--- src/rtl/tsfm_bus_mixer.sv ---
// TurboSound-FM style front end: one CPU bus fanned out to NUM_CHIPS YM2203-class cores,
// per-chip FM/PSG enables, and a time-multiplexed saturating mixer with a sample strobe.
module tsfm_bus_mixer #(
  parameter int NUM_CHIPS = 2,
  parameter int FM_W      = 16,
  parameter int PSG_W     = 10,
  parameter int PSG_SHIFT = 4,
  parameter int OUT_W     = 16
) (
  input  logic                          clk,
  input  logic                          rst_n,
  input  logic [7:0]                    din,
  input  logic                          addr,
  input  logic                          cs_n,
  input  logic                          wr_n,
  output logic [7:0]                    dout,
  output logic [NUM_CHIPS-1:0]          chip_cs_n,
  output logic                          chip_wr_n,
  output logic                          chip_addr,
  output logic [7:0]                    chip_din,
  input  logic [8*NUM_CHIPS-1:0]        chip_dout,
  input  logic [FM_W*NUM_CHIPS-1:0]     fm_snd,
  input  logic [PSG_W*NUM_CHIPS-1:0]    psg_snd,
  input  logic                          chip_sample,
  output logic [1:0]                    sel,
  output logic signed [OUT_W-1:0]       snd,
  output logic                          snd_valid,
  output logic                          overrun
);

  localparam int ACC_W = OUT_W + 3;
  localparam logic [1:0] IDLE = 2'd0;
  localparam logic [1:0] ACC  = 2'd1;
  localparam logic [1:0] OUT  = 2'd2;
  localparam logic [1:0] LAST_K = 2'(NUM_CHIPS - 1);

  function automatic logic signed [OUT_W-1:0] sat_out(input logic signed [ACC_W-1:0] v);
    logic [ACC_W-OUT_W:0] top;
    top = v[ACC_W-1:OUT_W-1];
    if (top == '0 || top == '1) return v[OUT_W-1:0];
    else if (v[ACC_W-1])        return {1'b1, {(OUT_W-1){1'b0}}};
    else                        return {1'b0, {(OUT_W-1){1'b1}}};
  endfunction

  // Per-chip views padded to four slots so any 2-bit index stays in range.
  logic [7:0]              dout_arr [4];
  logic signed [FM_W-1:0]  fm_arr   [4];
  logic [PSG_W-1:0]        psg_arr  [4];

  genvar gi;
  for (gi = 0; gi < 4; gi++) begin : g_chip
    if (gi < NUM_CHIPS) begin : g_on
      assign dout_arr[gi] = chip_dout[gi*8 +: 8];
      assign fm_arr[gi]   = fm_snd[gi*FM_W +: FM_W];
      assign psg_arr[gi]  = psg_snd[gi*PSG_W +: PSG_W];
    end else begin : g_off
      assign dout_arr[gi] = '0;
      assign fm_arr[gi]   = '0;
      assign psg_arr[gi]  = '0;
    end
  end

  logic                   strobe_q, strobe_d;
  logic [1:0]             sel_q, sel_d;
  logic [3:0]             fm_en_q, fm_en_d;
  logic [3:0]             psg_en_q, psg_en_d;
  logic [NUM_CHIPS-1:0]   chip_cs_n_q, chip_cs_n_d;
  logic                   chip_wr_n_q, chip_wr_n_d;
  logic                   chip_addr_q, chip_addr_d;
  logic [7:0]             chip_din_q, chip_din_d;
  logic [7:0]             dout_q, dout_d;
  logic                   sample_q, sample_d;
  logic [1:0]             state_q, state_d;
  logic [1:0]             k_q, k_d;
  logic signed [ACC_W-1:0] acc_q, acc_d;
  logic signed [OUT_W-1:0] snd_q, snd_d;
  logic                   snd_valid_q, snd_valid_d;
  logic                   overrun_q, overrun_d;

  logic                   wr_evt, is_ctrl, is_fwd, sample_edge;
  logic [1:0]             ctrl_idx;
  logic signed [ACC_W-1:0] fm_term, psg_term;

  always_comb begin
    strobe_d = ~(cs_n | wr_n);
    wr_evt   = strobe_d & ~strobe_q;
    ctrl_idx = ~din[1:0];
    is_ctrl  = wr_evt && !addr && (din[7:4] == 4'hF);
    is_fwd   = wr_evt && !is_ctrl;

    sel_d    = sel_q;
    fm_en_d  = fm_en_q;
    psg_en_d = psg_en_q;
    // Control bytes naming a chip that is not fitted are dropped without side effects.
    if (is_ctrl && int'(ctrl_idx) < NUM_CHIPS) begin
      sel_d              = ctrl_idx;
      fm_en_d[ctrl_idx]  = din[3];
      psg_en_d[ctrl_idx] = din[2];
    end

    chip_cs_n_d = '1;
    for (int i = 0; i < NUM_CHIPS; i++) begin
      if (is_fwd && int'(sel_q) == i) chip_cs_n_d[i] = 1'b0;
    end
    chip_wr_n_d = ~is_fwd;
    chip_addr_d = is_fwd ? addr : chip_addr_q;
    chip_din_d  = is_fwd ? din  : chip_din_q;
    dout_d      = dout_arr[sel_q];

    sample_d    = chip_sample;
    sample_edge = chip_sample & ~sample_q;
    fm_term     = fm_en_q[k_q]  ? ACC_W'(fm_arr[k_q]) : '0;
    psg_term    = psg_en_q[k_q] ? $signed(ACC_W'(psg_arr[k_q]) << PSG_SHIFT) : '0;

    state_d     = state_q;
    k_d         = k_q;
    acc_d       = acc_q;
    snd_d       = snd_q;
    snd_valid_d = 1'b0;
    overrun_d   = overrun_q;
    case (state_q)
      IDLE: begin
        if (sample_edge) begin
          acc_d   = '0;
          k_d     = 2'd0;
          state_d = ACC;
        end
      end
      ACC: begin
        acc_d = acc_q + fm_term + psg_term;
        if (k_q == LAST_K) state_d = OUT;
        else               k_d = k_q + 2'd1;
        if (sample_edge) overrun_d = 1'b1;
      end
      OUT: begin
        snd_d       = sat_out(acc_q);
        snd_valid_d = 1'b1;
        state_d     = IDLE;
        if (sample_edge) overrun_d = 1'b1;
      end
      default: state_d = IDLE;
    endcase
  end

  always_ff @(posedge clk) begin
    if (!rst_n) begin
      strobe_q    <= 1'b0;
      sel_q       <= 2'd0;
      fm_en_q     <= '1;
      psg_en_q    <= '1;
      chip_cs_n_q <= '1;
      chip_wr_n_q <= 1'b1;
      dout_q      <= 8'd0;
      sample_q    <= 1'b0;
      state_q     <= IDLE;
      k_q         <= 2'd0;
      acc_q       <= '0;
      snd_q       <= '0;
      snd_valid_q <= 1'b0;
      overrun_q   <= 1'b0;
    end else begin
      strobe_q    <= strobe_d;
      sel_q       <= sel_d;
      fm_en_q     <= fm_en_d;
      psg_en_q    <= psg_en_d;
      chip_cs_n_q <= chip_cs_n_d;
      chip_wr_n_q <= chip_wr_n_d;
      dout_q      <= dout_d;
      sample_q    <= sample_d;
      state_q     <= state_d;
      k_q         <= k_d;
      acc_q       <= acc_d;
      snd_q       <= snd_d;
      snd_valid_q <= snd_valid_d;
      overrun_q   <= overrun_d;
    end
  end

  // Forwarded address/data only matter while chip_wr_n is low, so they carry no reset.
  always_ff @(posedge clk) begin
    chip_addr_q <= chip_addr_d;
    chip_din_q  <= chip_din_d;
  end

  assign dout      = dout_q;
  assign chip_cs_n = chip_cs_n_q;
  assign chip_wr_n = chip_wr_n_q;
  assign chip_addr = chip_addr_q;
  assign chip_din  = chip_din_q;
  assign sel       = sel_q;
  assign snd       = snd_q;
  assign snd_valid = snd_valid_q;
  assign overrun   = overrun_q;

endmodule

--- config.mk ---
export PLATFORM = sky130hd
export DESIGN_NAME = tsfm_bus_mixer
export DESIGN_NICKNAME = d
export VERILOG_FILES = /design/src/rtl/tsfm_bus_mixer.sv
export SDC_FILE = /design/constraint.sdc
export NUM_CORES = 1
export LEC_CHECK = 0
export BUFFER_PORTS_ARGS = -buffer_cell sky130_fd_sc_hd__buf_2
export CAP_MARGIN = 5
export CORE_MARGIN = 2
export CORE_UTILIZATION = 45
export DETAILED_ROUTE_END_ITERATION = 10
export GPL_TIMING_DRIVEN = 0
export PLACE_DENSITY = 0.71
export SYNTH_ARGS = -nofsm -noshare
export SYNTH_HDL_FRONTEND = slang
export SYNTH_SLANG_ARGS = --single-unit
export TNS_END_PERCENT = 5
--- constraint.sdc ---
create_clock -name clk -period 3.4 [get_ports clk]
set_input_delay 0.68 -clock clk [delete_from_list [all_inputs] [get_ports clk]]
set_output_delay 0.68 -clock clk [all_outputs]
set_load 0.02 [all_outputs]
==> results.rst, run 1 <==
.. list-table::
   :header-rows: 1

   * - Metric
     - Value
   * - Status
     - complete, no violations
   * - Worst voltage drop across the vdd grid
     - 0.000269 V
   * - Post-Syn Instances
     - 454
   * - Number of flops mapped to enable cells by yosys
     - 9
   * - Detailed Route WL
     - 10.3 mm
   * - Setup repair after global routing missed its margin
     - yes
   * - Mean cell area of the mapped netlist
     - 8.94 µm²
   * - Most frequent CP cell
     - o21ai_1
   * - Commonest cells after routing, fill and taps aside
     - buf_2 (123), dfxtp_1 (59), nand2_1 (43)
   * - Total via count in the routed design
     - 3696
   * - TritonCTS Buffers
     - 9
   * - Initial standard-cell utilization of the core
     - 46.5%
   * - Share of layout cells above drive strength 1
     - 28.2%
   * - Worst setup slack before clock tree synthesis
     - -0.443 ns
   * - Die X
     - 99.0 µm
   * - Number of nets in the synthesized netlist
     - 577
   * - Clk root buf
     - clkbuf_8
   * - Worst stage delay on the critical path
     - 0.46 ns
   * - Min-Delay Path Depth
     - 1
   * - Dominant synthesized flop cell
     - dfxtp_1
   * - Die Area
     - 0.00979 mm²
   * - Clock tree from TritonCTS
     - yes
   * - Actual transition at the worst max-transition pin
     - 0.979 ns
   * - Category of the most critical setup path
     - reg -> reg
   * - Sum Neg Setup Slack
     - 0 ns
   * - RR Endpoint
     - acc_q[17]
   * - Routability cong.
     - 0.877
   * - Start of the worst register-to-register path
     - k_q[0]
   * - Slew Viols, Final
     - 0
   * - Antenna diodes
     - 0
   * - Layout filler cell count
     - 786
   * - # nets final
     - 710
   * - Number of hold buffers added after CTS
     - 0
   * - Total power consumption of the routed design
     - 0.00286 W
   * - Std cell rows
     - 34
   * - Hold violation count in the final report
     - 0
   * - Part of the Yosys area used for sequential elements
     - 36.3%
   * - Area taken by multi-input logic gates
     - 0.00255 mm²
   * - Master of the slowest instance on the critical path
     - fa_1
   * - Endpoint with the worst hold slack
     - chip_cs_n[0]
   * - Overall die height
     - 99.0 µm
   * - Tcrit/Tclk final
     - 98.2%
   * - Final Skew
     - 0.00501 ns
   * - Critical Path AT
     - 3.58 ns
   * - Iteration-0 DRC Markers
     - 158
   * - Critical path peak fanout
     - 10
   * - Tightest Hold Check Type
     - reg -> reg
   * - List of cells traversed by the critical path
     - buf_12 > mux2i_2 > or2_1 > clkbuf_8 > nor2_2 > fa_1 > ha_4 > a21oi_4 > o21ai_1 > a21o_1 > a211o_1 > a311oi_2 > xor2_1 > o21ai_1
   * - Wire length per cell
     - 14.7 µm
   * - Path depth of the worst reg2reg path
     - 14
   * - Cell types with the largest area share after synthesis
     - dfxtp_1 (30%), mux2i_1 (9.4%), ha_1 (9.3%)
   * - Final setup violation count
     - 0
   * - LEAKAGE
     - 2.29 nW
   * - Global route total overflow
     - 0
   * - Library cell with the largest summed area after synthesis
     - dfxtp_1
   * - Fin crit period
     - 3.34 ns
   * - First-pass GRT wire length
     - 16.8 mm
   * - HPWL after DPL
     - 7.80 mm
   * - # placed instances
     - 683
   * - # IOs
     - 122
   * - Layout overhead on the synthesized area
     - 26.8%
   * - Endpoint class of the critical path
     - flip-flop
   * - Top-area cell type share of the netlist area
     - 29.6%
   * - Non-filler cells, final
     - 700
   * - Drt via density
     - 5.28
   * - Number of buffers inserted by port buffering
     - 121
   * - Number of sinks driven by the clock tree
     - 69
   * - Final WS setup
     - 0.0603 ns
   * - Sort of element at the start of the critical path
     - flip-flop
   * - Fmax
     - 299 MHz
   * - Clock Pin Slew Worst Setup and Hold Paths
     - 0.08 ns
   * - Antenna violations before repair
     - 0
   * - Power per cell area
     - 556 mW/mm²
   * - Share of async-settable or async-resettable flops after synthesis
     - 0%
   * - Total routing resource utilization after global routing
     - 21.2%
   * - Vias in the first global route
     - 3657
   * - Total number of H-tree levels
     - 3
   * - Summed instance area of the synthesized netlist
     - 0.00406 mm²
   * - Leading cell type in the layout, fill and taps excluded
     - buf_2
   * - Worst-Skew Late Latency
     - 0.36 ns
   * - Seq cells post-synth
     - 69
   * - Crit path buf inv count
     - 2
   * - R2R Setup Slk
     - 0.06 ns
   * - Worst-case headroom to the max-slew limit
     - 34.6%
   * - Max clock buf depth
     - 2
   * - Number of routed nets with antenna violations
     - 0
   * - Gate family responsible for the most delay along the worst path
     - compound AO/OA/AOI/OAI gates
   * - Count of yosys warnings during synthesis
     - 0
   * - Worst Hold Launch
     - sel[0]
   * - MaxCap Viol Count
     - 0
   * - Unique cell type count in the Yosys netlist
     - 50
   * - CORE AREA
     - 0.00872 mm²
   * - Total DRC errors in the routed layout
     - 0
   * - Storage cell area
     - 0.00148 mm²
   * - Pin count of the biggest net entering global routing
     - 14
   * - Critical Path RT
     - 3.64 ns
   * - Pre-Repair DR Iteration Count
     - 5
   * - Critical path depth
     - 14
cell type report:
class,instances,share of cell area (%)
Timing Repair Buffer,123,12.1
Multi-Input combinational cell,345,49.6
Inverter,19,1.39
Tap cell,108,2.63
Clock buffer,10,2.48
Clock inverter,6,0.924
Buffer,20,2.24
Sequential cell,69,28.7
how the worst max path moves through the flow:
stage | start | endpoint
floorplan | k_q[0] | acc_q[17]
global placement | k_q[0] | acc_q[17]
detailed placement | k_q[0] | acc_q[17]
CTS | k_q[0] | acc_q[17]
global route | k_q[0] | acc_q[17]
finish | k_q[0] | acc_q[17]
worst register-to-register path, cell delays in order (launching register included):
cell	delay (ns)
dfxtp_4	0.38
buf_12	0.15
mux2i_2	0.14
or2_1	0.23
clkbuf_8	0.18
nor2_2	0.13
fa_1	0.46
ha_4	0.26
a21oi_4	0.17
o21ai_1	0.11
a21o_1	0.19
a211o_1	0.31
a311oi_2	0.27
xor2_1	0.17
o21ai_1	0.07
layer usage:
layer | global-route usage, % | wire length [µm] | up-vias
met5 | 0 | 0 | -
met4 | 7.80 | 193 | 0
met3 | 4.68 | 540 | 18
met2 | 36.3 | 5070 | 100
met1 | 26.1 | 4480 | 1729
li1 | - | - | 1849
where the power goes:
| group | switching [W] | internal (W) | total, W |
|---|---|---|---|
| Clock | 0.000348 | 0.000271 | 0.000620 |
| Combinational | 0.000732 | 0.000570 | 0.00130 |
| Sequential | 0.0000504 | 0.000890 | 0.000941 |
| Total | 0.00113 | 0.00173 | 0.00286 |
state kept, by name (all words and copies together), names as in the netlist, 2 cells and up:
register,cells
acc_q,19
chip_cs_n,2
chip_din,8
dout,8
fm_en_q,2
k_q,2
psg_en_q,2
sel,2
snd,16
state_q,2
what timing repair did:
item                       in CTS  in global routing
setup endpoints to repair       9                  5
setup buffers                   1                  1
pin swaps                       1                 11
resized for setup              16                 15
through the flow:
step / hold WS (ns) / util [%] / cell area, µm²
floorplan: 0.440 / - / 4060
global placement: 0.450 / 55.1 / 4800
detailed placement: 0.466 / 55.1 / 4800
CTS: 0.479 / 58.0 / 5060
global route: 0.501 / 59.0 / 5150
finish: 0.472 / 59.0 / 5150
Yosys cell counts (2+ instances only):
cell	n
a211o_1	3
a21o_1	5
a21oi_1	31
a21oi_2	3
a22oi_1	5
a31oi_1	3
and2_1	8
and3_1	4
buf_2	4
clkbuf_1	16
dfxtp_1	60
edfxtp_1	9
fa_1	11
ha_1	30
inv_1	19
mux2i_1	38
nand2_1	43
nand2b_1	7
nand3_1	14
nand3b_1	2
nand4_1	2
nand4b_1	2
nor2_1	44
nor2b_1	14
nor3_1	5
o21a_1	2
o21ai_0	22
o21ai_1	12
o21bai_1	2
o31ai_1	3
or2_1	2
or3_1	2
xnor2_1	4
xor2_1	7
kinds of logic (layout without fill, tap and decap cells):
| logic type | count (synthesis) | after routing | synth area share, % |
|---|---|---|---|
| DFF | 69 | 69 | 36.3 |
| buffers and inverters | 40 | 178 | 3.82 |
| adders and majority gates | 41 | 41 | 14.7 |
| AOI/OAI and AO/OA | 102 | 102 | 15.5 |
| muxes | 38 | 38 | 9.37 |
| and+or+nand+nor | 153 | 153 | 18.0 |
| xor gates and xnor gates | 11 | 11 | 2.37 |
(Power assumes the default switching activity.)
==> run 2, diff against run 1 <==
--- a/config.mk
+++ b/config.mk
@@ -11,7 +11,8 @@
 export CORE_UTILIZATION = 45
 export DETAILED_ROUTE_END_ITERATION = 10
 export GPL_TIMING_DRIVEN = 0
-export PLACE_DENSITY = 0.71
+export HOLD_SLACK_MARGIN = 0.03
+export PLACE_DENSITY = 0.73
 export SYNTH_ARGS = -nofsm -noshare
 export SYNTH_HDL_FRONTEND = slang
 export SYNTH_SLANG_ARGS = --single-unit
==> run 2 against run 1 <==
Largest cell class unchanged. Count of clock-buffer cells in the layout unchanged. Global-route usage up 0.60 points. Sequential power about the same. Worst hold slack worse by 0.0043 ns.
==> results.rst, run 2 (synthesis results as in run 1) <==
.. list-table::
   :header-rows: 1

   * - Metric
     - Value
   * - Non-filler cells, final
     - 707
   * - Pin count of the biggest net entering global routing
     - 15
   * - Die Area
     - 0.00979 mm²
   * - Number of buffers inserted by port buffering
     - 121
   * - CORE AREA
     - 0.00872 mm²
   * - Final setup violation count
     - 0
   * - Tcrit/Tclk final
     - 99.2%
   * - Antenna violations before repair
     - 0
   * - Antenna diodes
     - 0
   * - MaxCap Viol Count
     - 0
   * - Actual transition at the worst max-transition pin
     - 0.984 ns
   * - Critical path origin
     - k_q[0]
   * - Register name with the most flops
     - acc_q
   * - Final Skew
     - 0.00931 ns
   * - Master of the slowest instance on the critical path
     - fa_2
   * - Worst-case headroom to the max-slew limit
     - 34.3%
   * - Clk root buf
     - clkbuf_8
   * - List of cells traversed by the critical path
     - buf_12 > mux2i_2 > or2_4 > buf_8 > nor2_4 > fa_2 > ha_4 > o21ai_2 > a21oi_2 > o31a_1 > a211o_1 > a311oi_2 > xor2_1 > o21ai_1
   * - Drt via density
     - 5.37
   * - Final WS setup
     - 0.0266 ns
   * - Initial standard-cell utilization of the core
     - 46.5%
   * - Total via count in the routed design
     - 3797
   * - Setup repair after global routing missed its margin
     - yes
   * - Tightest Hold Check Type
     - reg -> reg
   * - Number of sinks driven by the clock tree
     - 69
   * - Share of layout cells above drive strength 1
     - 32.2%
   * - Storage cell area
     - 0.00148 mm²
   * - # nets final
     - 717
   * - Hold violation count in the final report
     - 0
   * - Worst setup slack before clock tree synthesis
     - -0.428 ns
   * - # IOs
     - 122
   * - Layout filler cell count
     - 742
   * - Critical Path AT
     - 3.63 ns
   * - Total number of H-tree levels
     - 3
   * - Final cell utilization of the core
     - 61.4%
   * - Wire length per cell
     - 15.1 µm
   * - Critical Path RT
     - 3.66 ns
   * - # placed instances
     - 683
   * - Worst-Skew Late Latency
     - 0.37 ns
   * - Fin crit period
     - 3.37 ns
   * - Start of the worst register-to-register path
     - k_q[0]
   * - Layout overhead on the synthesized area
     - 31.9%
   * - HPWL after DPL
     - 7.85 mm
   * - TritonCTS Buffers
     - 9
   * - Pre-Repair DR Iteration Count
     - 5
   * - Iteration-0 DRC Markers
     - 225
   * - Slew Viols, Final
     - 0
   * - Largest register FFs
     - 19
   * - Detailed Route WL
     - 10.7 mm
   * - Overall die height
     - 99.0 µm
   * - Routability cong.
     - 0.897
   * - Cell area after placement
     - 0.00480 mm²
   * - Critical path peak fanout
     - 8
   * - Total DRC errors in the routed layout
     - 0
   * - Number of routed nets with antenna violations
     - 0
   * - Worst stage delay on the critical path
     - 0.58 ns
   * - Commonest cells after routing, fill and taps aside
     - buf_2 (123), dfxtp_1 (59), nand2_1 (42)
   * - Clock tree from TritonCTS
     - yes
   * - Category of the most critical setup path
     - reg -> reg
   * - Power per cell area
     - 567 mW/mm²
   * - LEAKAGE
     - 2.37 nW
   * - Global route total overflow
     - 0
   * - Worst voltage drop across the vdd grid
     - 0.000266 V
   * - Sort of element at the start of the critical path
     - flip-flop
   * - Std cell rows
     - 34
   * - Final instance area
     - 0.00535 mm²
   * - Die X
     - 99.0 µm
   * - Leading cell type in the layout, fill and taps excluded
     - buf_2
   * - Clock Pin Slew Worst Setup and Hold Paths
     - 0.08 ns
   * - Total power consumption of the routed design
     - 0.00304 W
   * - Max clock buf depth
     - 2
   * - Fmax
     - 296 MHz
   * - Worst Hold Launch
     - acc_q[14]
   * - Area taken by multi-input logic gates
     - 0.00265 mm²
   * - Total routing resource utilization after global routing
     - 21.8%
   * - First-pass GRT wire length
     - 17.1 mm
   * - Endpoint class of the critical path
     - flip-flop
   * - Vias in the first global route
     - 3671
   * - Status
     - complete, no violations
## run 2: power breakdown
group | switching, W | internal [W] | leakage, nW
logic | 0.000777 | 0.000635 | 1.70
clock network | 0.000362 | 0.000319 | 0.0990
registers | 0.0000518 | 0.000891 | 0.573
total | 0.00119 | 0.00184 | 2.37
## run 2: path summary, 6_finish.rpt
path,cells after the start,slack (ns),to
worst max-delay path,14,0.03,acc_q[17]
worst max register to register,14,0.03,acc_q[17]
worst min register to register,2,0.47,acc_q[14]
worst min-delay path,2,0.47,acc_q[14]
## run 2: stage by stage
stage / TNS (ns) / hold WS, ns
after floorplan: 0 / 0.440
after global placement: -1.44 / 0.447
after detailed placement: -2.07 / 0.455
after CTS: -0.000626 / 0.471
after global routing: -0.0854 / 0.487
final: 0 / 0.467
## run 2: per-layer routing
layer | global-route usage (%) | part of all wire (%) | up-vias
li1 | - | - | 1869
met1 | 27.3 | 43 | 1796
met2 | 37.9 | 50 | 110
met3 | 3.12 | 4.6 | 22
met4 | 8.32 | 2.3 | 0
met5 | 0 | 0 | -
## run 2: final cells by class
| class | instances | area share, % |
|---|---|---|
| multi-input combinational | 345 | 49.6 |
| sequential | 69 | 27.6 |
| timing repair buffer | 130 | 12.9 |
| clock buffer | 10 | 2.78 |
| tap | 108 | 2.52 |
| buffer | 20 | 2.38 |
| inverter | 19 | 1.33 |
| clock inverter | 6 | 0.958 |
## run 2: timing repair
action / CTS / global route
resized for setup: 16 / 43
pin swaps: 3 / 21
hold buffers: 0 / 0
setup buffers: 0 / 8
cloned: 0 / 1
endpoints found under the setup margin: 10 / 6
## run 2: worst max-delay path: cells and delay by family, from the launching register on
| family | cells | cell delay (ns) |
|---|---|---|
| compound gates | 6 | 1.12 |
| xor+xnor | 1 | 0.17 |
| fa+ha+maj | 2 | 0.81 |
| buf+inv | 2 | 0.29 |
| flops | 1 | 0.41 |
| mux | 1 | 0.22 |
| simple gates | 2 | 0.24 |
==> run 3, diff against run 2 <==
--- a/config.mk
+++ b/config.mk
@@ -12,7 +12,9 @@
 export DETAILED_ROUTE_END_ITERATION = 10
 export GPL_TIMING_DRIVEN = 0
 export HOLD_SLACK_MARGIN = 0.03
+export MAX_ROUTING_LAYER = met4
 export PLACE_DENSITY = 0.73
+export REMOVE_ABC_BUFFERS = 1
 export SYNTH_ARGS = -nofsm -noshare
 export SYNTH_HDL_FRONTEND = slang
 export SYNTH_SLANG_ARGS = --single-unit
==> run 3 against run 2 <==
Critical path depth shrank 1. Worst hold slack improved by 0.0032 ns. Non-clock buffer count shrank 21. Critical endpoint unchanged. Highest routed layer unchanged.
==> results.rst, run 3 (synthesis results as in run 1) <==
.. list-table::
   :header-rows: 1

   * - Metric
     - Value
   * - Antenna violations before repair
     - 0
   * - Sort of element at the start of the critical path
     - flip-flop
   * - Final Skew
     - 0.0136 ns
   * - Clock Pin Slew Worst Setup and Hold Paths
     - 0.09 ns
   * - Number of buffers inserted by port buffering
     - 121
   * - Global route total overflow
     - 0
   * - # nets final
     - 697
   * - Area taken by multi-input logic gates
     - 0.00259 mm²
   * - Fmax
     - 304 MHz
   * - Tightest Hold Check Type
     - reg -> reg
   * - Register name with the most flops
     - acc_q
   * - Final cell utilization of the core
     - 58.7%
   * - Critical Path AT
     - 3.52 ns
   * - Non-filler cells, final
     - 687
   * - Worst-Skew Late Latency
     - 0.36 ns
   * - Drt via density
     - 5.38
   * - Tcrit/Tclk final
     - 96.7%
   * - Number of routed nets with antenna violations
     - 0
   * - Largest register FFs
     - 19
   * - Status
     - complete, no violations
   * - # placed instances
     - 662
   * - Hold violation count in the final report
     - 0
   * - MaxCap Viol Count
     - 0
   * - Worst setup slack before clock tree synthesis
     - -0.921 ns
   * - Pre-Repair DR Iteration Count
     - 4
   * - Sum Neg Setup Slack
     - 0 ns
   * - Wire length per cell
     - 15.1 µm
   * - Antenna diodes
     - 0
   * - Storage cell area
     - 0.00148 mm²
   * - Critical Path RT
     - 3.63 ns
   * - Overall die height
     - 99.0 µm
   * - Leading cell type in the layout, fill and taps excluded
     - buf_2
   * - Sequential power share
     - 33.0%
   * - Actual transition at the worst max-transition pin
     - 0.994 ns
   * - Switching portion of total power
     - 40.0%
   * - Clk pwr share
     - 21.4%
   * - Share of power burned in combinational logic
     - 45.6%
   * - Initial standard-cell utilization of the core
     - 46.5%
   * - Critical path peak fanout
     - 6
   * - Std cell rows
     - 34
   * - Switching pwr
     - 0.00114 W
   * - Worst-case headroom to the max-slew limit
     - 31.8%
   * - Total via count in the routed design
     - 3697
   * - Number of sinks driven by the clock tree
     - 69
   * - Routability cong.
     - 0.892
   * - Worst voltage drop across the vdd grid
     - 0.000250 V
   * - Die X
     - 99.0 µm
   * - Detailed Route WL
     - 10.4 mm
   * - Pin count of the biggest net entering global routing
     - 45
   * - Slew Viols, Final
     - 0
   * - TritonCTS Buffers
     - 9
   * - Vias in the first global route
     - 3539
   * - Die Area
     - 0.00979 mm²
   * - Endpoint class of the critical path
     - flip-flop
   * - Layout overhead on the synthesized area
     - 26.1%
   * - Fin crit period
     - 3.29 ns
   * - Category of the most critical setup path
     - reg -> reg
   * - Iteration-0 DRC Markers
     - 106
   * - Final WS setup
     - 0.113 ns
   * - Power per cell area
     - 558 mW/mm²
   * - First-pass GRT wire length
     - 16.4 mm
   * - # IOs
     - 122
   * - Total DRC errors in the routed layout
     - 0
   * - Total number of H-tree levels
     - 3
   * - Clock tree from TritonCTS
     - yes
   * - Max clock buf depth
     - 2
   * - Layout filler cell count
     - 748
   * - LEAKAGE
     - 2.29 nW
   * - Commonest cells after routing, fill and taps aside
     - buf_2 (121), dfxtp_1 (59), nand2_1 (43)
   * - Final setup violation count
     - 0
   * - Total routing resource utilization after global routing
     - 21.4%
   * - CORE AREA
     - 0.00872 mm²
   * - Share of layout cells above drive strength 1
     - 29.9%
   * - HPWL after DPL
     - 7.18 mm
   * - Internal power consumption
     - 0.00171 W
   * - Clk root buf
     - clkbuf_8
   * - Number of hold buffers added after CTS
     - 0
==> run 3: changes by cell type in the layout (fill, tap and decap cells not counted), moves of 3 or more <==
cell	delta
nor2_1	+5
ha_4	-4
nor2_4	-3
clkbuf_1	-13
ha_1	+3
==> run 3: final timing paths <==
check | start | slack (ns) | depth (start not counted) | endpoint
hold / removal | sel[1] | 0.47 | 1 | chip_cs_n[1]
setup reg to reg | k_q[0] | 0.11 | 13 | acc_q[17]
setup / recovery | k_q[0] | 0.11 | 13 | acc_q[17]
hold reg to reg | sel[1] | 0.47 | 1 | chip_cs_n[1]
==> run 3: cell type report <==
class,instances,area share [%]
multi-input combinational,346,50.6
sequential,69,28.8
inverter,19,1.39
clock inverter,7,0.929
clock buffer,9,2.42
timing repair buffer,129,13.2
tap,108,2.64
==> run 3: worst max-delay path, stage by stage (launching register included) <==
cell      delay, ns
dfxtp_4        0.38
mux2i_4        0.20
or2_4          0.31
buf_4          0.17
nor2_2         0.12
fa_1           0.45
ha_1           0.36
nand3_1        0.15
a211oi_1       0.06
o31a_1         0.12
a211o_1        0.28
a311oi_2       0.29
xor2_1         0.18
o21ai_1        0.07
==> run 3: per-layer routing <==
layer | track usage, % | up-vias | wire (µm)
met5 | - | - | 0
met4 | 9.91 | 0 | 238
met3 | 2.34 | 21 | 467
met2 | 35.9 | 88 | 5260
met1 | 25.8 | 1764 | 4430
li1 | - | 1824 | -
==> run 3: timing repair <==
action                     4_1_cts  5_1_grt
gates cloned                     0        1
setup buffers                    4        4
pin swaps                        0       10
gates resized for setup          4       27
setup endpoints to repair       15        6
==> run 3: metrics by stage <==
| stage | area (µm²) | hold slack [ns] | power [W] |
|---|---|---|---|
| CTS | 4930 | 0.480 | 0.00269 |
| global route | 5120 | 0.482 | 0.00305 |
| detailed placement | 4720 | 0.467 | 0.00207 |
| global placement | 4710 | 0.457 | 0.00204 |
| finish | 5120 | 0.470 | 0.00286 |
| floorplan | 3970 | 0.438 | 0.00179 |
==> run 3: power groups by stage <==
stage / clock, W / sequential [W] / combinational [W]
floorplan: 0 / 0.000992 / 0.000797
global placement: 0 / 0.000978 / 0.00106
detailed placement: 0 / 0.000982 / 0.00109
CTS: 0.000617 / 0.000940 / 0.00113
global route: 0.000659 / 0.000951 / 0.00144
finish: 0.000612 / 0.000942 / 0.00130
